$ cat config.mk
export PLATFORM = sky130hd
export DESIGN_NAME = axi_udp_tx_sched
export DESIGN_NICKNAME = d
export VERILOG_FILES = /design/src/rtl/axi_udp_tx_sched.sv
export SDC_FILE = /design/constraint.sdc
export NUM_CORES = 1
export LEC_CHECK = 0
export BUFFER_PORTS_ARGS = -buffer_cell sky130_fd_sc_hd__buf_2
export CAP_MARGIN = 20
export CORE_ASPECT_RATIO = 0.75
export CORE_MARGIN = 2
export CORE_UTILIZATION = 45
export CTS_CLUSTER_SIZE = 16
export DETAILED_ROUTE_END_ITERATION = 6
export PLACE_DENSITY = 0.8
export SLEW_MARGIN = 20
export SYNTH_ARGS = -nofsm -noshare
export SYNTH_HDL_FRONTEND = slang
export SYNTH_SLANG_ARGS = --single-unit
$ cat constraint.sdc
create_clock -name aclk -period 1.6 [get_ports aclk]
set_clock_uncertainty 0.05 [all_clocks]
set_input_delay 0.32 -clock aclk [delete_from_list [all_inputs] [get_ports aclk]]
set_output_delay 0.32 -clock aclk [all_outputs]
set_load 0.01 [all_outputs]
$ cat src/rtl/axi_udp_tx_sched.sv
// Frame-level TX scheduler: ARP strict priority (burst-limited) over round-robin UDP, grant held to tlast, then IFG.
// One-cycle arbitration in IDLE, zero-latency combinational passthrough in XFER; m_tready feeds only the granted source's s_tready.
module axi_udp_tx_sched #(
    parameter int DATA_W        = 8,
    parameter int NUM_SRC       = 3,
    parameter int IFG_CYCLES    = 12,
    parameter int ARP_BURST_MAX = 4
) (
    input  logic                          aclk,
    input  logic                          areset,
    input  logic [NUM_SRC*DATA_W-1:0]     s_tdata,
    input  logic [NUM_SRC*DATA_W/8-1:0]   s_tkeep,
    input  logic [NUM_SRC-1:0]            s_tlast,
    input  logic [NUM_SRC-1:0]            s_tvalid,
    output logic [NUM_SRC-1:0]            s_tready,
    output logic [DATA_W-1:0]             m_tdata,
    output logic [DATA_W/8-1:0]           m_tkeep,
    output logic                          m_tlast,
    output logic                          m_tvalid,
    input  logic                          m_tready,
    output logic [$clog2(NUM_SRC)-1:0]    grant_id,
    output logic                          busy,
    output logic [31:0]                   frame_cnt
);

    localparam int GW = $clog2(NUM_SRC);
    localparam int KW = DATA_W / 8;
    localparam int RW = $clog2(ARP_BURST_MAX + 1);
    localparam int CW = (IFG_CYCLES > 1) ? $clog2(IFG_CYCLES) : 1;
    localparam logic [CW-1:0] GAP_LOAD = (IFG_CYCLES > 0) ? CW'(IFG_CYCLES - 1) : '0;
    localparam logic [RW-1:0] ARP_MAX  = RW'(ARP_BURST_MAX);

    typedef enum logic [1:0] {IDLE, XFER, GAP} state_t;

    state_t          state, state_nxt;
    logic [GW-1:0]   rr_ptr, udp_win, rr_nxt;
    logic [GW:0]     cand;
    logic [RW-1:0]   arp_run;
    logic [CW-1:0]   gap_cnt;
    logic            udp_wait, udp_found, arp_win, eof;

    assign udp_wait = |s_tvalid[NUM_SRC-1:1];
    assign arp_win  = s_tvalid[0] && !(udp_wait && arp_run == ARP_MAX);
    assign eof      = busy && s_tvalid[grant_id] && m_tready && s_tlast[grant_id];
    assign rr_nxt   = (udp_win == GW'(NUM_SRC - 1)) ? GW'(1) : udp_win + GW'(1);

    // Round-robin search over UDP ports only: start at rr_ptr, wrap NUM_SRC-1 back to 1.
    always_comb begin
        udp_found = 1'b0;
        udp_win   = '0;
        cand      = '0;
        for (int k = 0; k < NUM_SRC - 1; k++) begin
            cand = {1'b0, rr_ptr} + (GW+1)'(k);
            if (cand >= (GW+1)'(NUM_SRC))
                cand = cand - (GW+1)'(NUM_SRC - 1);
            if (!udp_found && s_tvalid[cand[GW-1:0]]) begin
                udp_found = 1'b1;
                udp_win   = cand[GW-1:0];
            end
        end
    end

    always_comb begin
        state_nxt = state;
        busy      = 1'b0;
        m_tdata   = s_tdata[int'(grant_id)*DATA_W +: DATA_W];
        m_tkeep   = s_tkeep[int'(grant_id)*KW +: KW];
        m_tvalid  = 1'b0;
        m_tlast   = 1'b0;
        s_tready  = '0;
        case (state)
            IDLE: if (|s_tvalid) state_nxt = XFER;
            XFER: begin
                busy     = 1'b1;
                m_tvalid = s_tvalid[grant_id];
                m_tlast  = s_tlast[grant_id];
                s_tready = NUM_SRC'(m_tready) << grant_id;
                if (eof) state_nxt = (IFG_CYCLES > 0) ? GAP : IDLE;
            end
            GAP:  if (gap_cnt == '0) state_nxt = IDLE;
            default: state_nxt = IDLE;
        endcase
    end

    always_ff @(posedge aclk or posedge areset) begin
        if (areset) begin
            state     <= IDLE;
            grant_id  <= '0;
            rr_ptr    <= GW'(1);
            arp_run   <= '0;
            gap_cnt   <= '0;
            frame_cnt <= '0;
        end else begin
            state <= state_nxt;
            if (state == IDLE && |s_tvalid) begin
                if (arp_win) begin
                    grant_id <= '0;
                    // Streak only counts while UDP traffic is actually being held off.
                    if (!udp_wait)
                        arp_run <= '0;
                    else if (arp_run != ARP_MAX)
                        arp_run <= arp_run + RW'(1);
                end else begin
                    grant_id <= udp_win;
                    rr_ptr   <= rr_nxt;
                    arp_run  <= '0;
                end
            end
            if (eof) begin
                frame_cnt <= frame_cnt + 32'd1;
                gap_cnt   <= GAP_LOAD;
            end else if (state == GAP && gap_cnt != '0) begin
                gap_cnt <= gap_cnt - CW'(1);
            end
        end
    end

endmodule

==> results.cfg <==
[critical_path]
r2r_start = grant_id[1]
required_ns = 1.23
r2r_cells = 7
cp-end-kind = output port
arrival_ns = 1.54
start_kind = register
regToRegSetupSlack_ns = -0.26
crit_path_start = grant_id[1]
critical_path.max_fanout = 6
worstSetupPathType = register to output port

[cts]
cts.sinks = 45
root_buffer = clkbuf_8
cts_tree = built
cts_hold_buf = 0
clk_pin_slew_ns = 0.09
h-tree-depth = 2
cts_buffers = 5
cts_buffer_depth = 2
worstSkewPairLatency_ns = 0.30

[final_layout]
nets = 427
design_area_um2 = 3840
drive_gt1_frac = 0.509
num_antenna_cells = 0
utilization = 0.718
stdcell_count = 462
area_delta_synth_final_pct = 53.3
nFillCells = 360

[die]
die_w_um = 90.2
start_util = 0.468
io_pins = 85
num_rows = 23
fp.coreArea_um2 = 5350
fp.dieArea_um2 = 6190
die_y_um = 68.6

[outcome]
violations = negative hold slack, negative setup slack
outcome = finished with violations

[power]
p_clk_frac = 0.184
p_sw_mw = 1.88
finalPower_mw = 4.94
p_seq_frac = 0.309
internal_power_mw = 3.06
comb_power_share = 0.507
p_leak_nw = 1.97
swShare = 0.381
powerDensity_nw_per_um2 = 1290
ir_drop_mv = 0.557

[synthesis]
syn_inst = 246
yosysMostFrequentCell = dfrtp_1
ys_warn_count = 0
synthesis.area_um2 = 2500
ys_ff_latch = 45
ys_types = 44
avgSynthCellArea_um2 = 10.2
synth_edf_count = 0
ys.flop_type = dfrtp_1
synth_top_area_share = 0.440
async_flop_share = 1.00
synth.yosys.seq_area_share = 0.450
yosysTopAreaCell = dfrtp_1
synth_common_cells = 44 x dfrtp_1, 27 x nand2_1, 25 x xnor2_1
synthTopCellsByArea = dfrtp_1 44%, xnor2_1 8.7%, mux2i_1 4.8%
syn_nets = 287

[drt]
routedWlPerCell_um = 16.9
dr_total_vias = 2470
dr.pass1.iters = 4
drc = 0
drtIter0Drc = 157
vias_per_cell = 5.35
drt-total-wl_um = 7810
antenna_left = 0

[hold_path]
hold_path.class = primary input to asynchronous set/reset pin

[global_route]
grt_overflow_total = 0
grt_pass1_vias = 2305
grt_usage = 0.217
grt_max_degree = 46
antenna_found_initial = 0
grt_pass1_wl_um = 10700

[timing]
rsz0062_at_grt = true
tightest_slew_ns = 0.345
fmax_mhz = 523
hold_violations = 16
setup_tns_ns = -8.91
fin_crit_sh = 1.19
holdWs_ns = -0.0216
maxSlewHeadroom = 0.768
drv_slew = 0
layout_setup_ws_ns = -0.312
setup_viol = 52
fin_crit_ns = 1.91

[place]
post-place-cells = 450
port_buffers = 84
dpl_cell_area_um2 = 3470
gp_congestion = 0.806
hpwlAfterDp_um = 4890
preCtsSetupSlack_ns = -0.181

[job]
max_cap_viol_count = 0
worst paths after layout:
| kind | end |
|---|---|
| hold reg to reg | frame_cnt[31] |
| setup reg to reg | frame_cnt[5] |
| setup / recovery | m_tdata[1] |
| hold / removal | arp_run[2] |
| max in group asynchronous | asynchronous set/reset pin |
| min in group aclk | grant_id[1] |
repair_timing:
item / in CTS / in global routing
gates cloned: 1 / 1
pin swaps: 7 / 5
endpoints found under the setup margin: 52 / 57
setup buffers: 1 / 1
resized for setup: 24 / 30
power groups by stage:
stage	sequential [mW]	clock, mW	combinational [mW]
after floorplan	1.53	0	1.10
after global placement	1.50	0	1.91
after detailed placement	1.51	0	1.97
after CTS	1.50	0.901	2.16
after global routing	1.55	0.958	2.66
final	1.53	0.909	2.50
critical path, stage by stage (launching register included):
cell	delay, ns
dfrtp_2	0.47
buf_6	0.17
buf_12	0.14
mux2i_1	0.12
o21ai_1	0.18
buf_2	0.16
cell families (layout without fill, tap and decap cells):
kind of cell,count (synthesis),in the layout,synth area share
AND/OR/NAND/NOR,100,101,0.237
flip-flops,45,45,0.450
XOR/XNOR,34,34,0.119
AO/OA/AOI/OAI,27,27,0.0744
buffers and inverters,22,162,0.0425
multiplexers,13,13,0.0524
adder cells (fa/ha/maj),5,5,0.0250
layout by cell type, fill, tap and decap left out, types with 2 or more instances in the layout:
cell type  Yosys  layout
dfrtp_1       44      41
nor2_4         0       4
inv_2          0       3
and3_1        11      10
nand3_2        1       7
ha_1           5       4
nor2_1        18      13
mux2i_2        0       2
nand4_1        7       7
nand3_1       10       4
xor2_1         9       9
o21ai_1        1      10
clkbuf_8       0       6
nand2_1       27      22
nor4_2         2       2
buf_2          1      82
a32o_1         2       2
nor3_4         1       2
xnor2_1       25      24
nor2_2         0       2
nand2_2        0       4
buf_4          0      43
buf_6          3       8
nand2_4        1       2
inv_1         16      12
buf_12         0       4
nand2b_4       2       2
a21o_1         2       2
nor4_4         0       3
o21ai_0       15       6
and4_1         4       3
nor3_2         0       2
mux2i_1       12      10
dfrtp_2        0       3
cell type report:
type                    instances  area (µm²)  share of cell area
flip-flops and latches         45        1130               0.294
multi-input cells             180        1510               0.393
repair buffers                138         928               0.242
clock inverters                 1        30.0             0.00782
well taps                      75        93.8              0.0244
clock buffers                   7        86.3              0.0225
inverters                      16        60.1              0.0156
registers in the layout (all words and copies together), names as in the netlist, named ones only:
| register | cells |
|---|---|
| arp_run | 3 |
| frame_cnt | 32 |
| gap_cnt | 4 |
| grant_id | 2 |
| rr_ptr | 1 |
| state | 2 |
routing by layer:
metal / GRT usage / vias up / routed length (µm)
li1: - / 1133 / -
met1: 0.274 / 1236 / 3270
met2: 0.397 / 76 / 4010
met3: 0.0370 / 25 / 303
met4: 0.0538 / 0 / 233
met5: 0 / - / 0
Power figures use the tool's default switching activity.
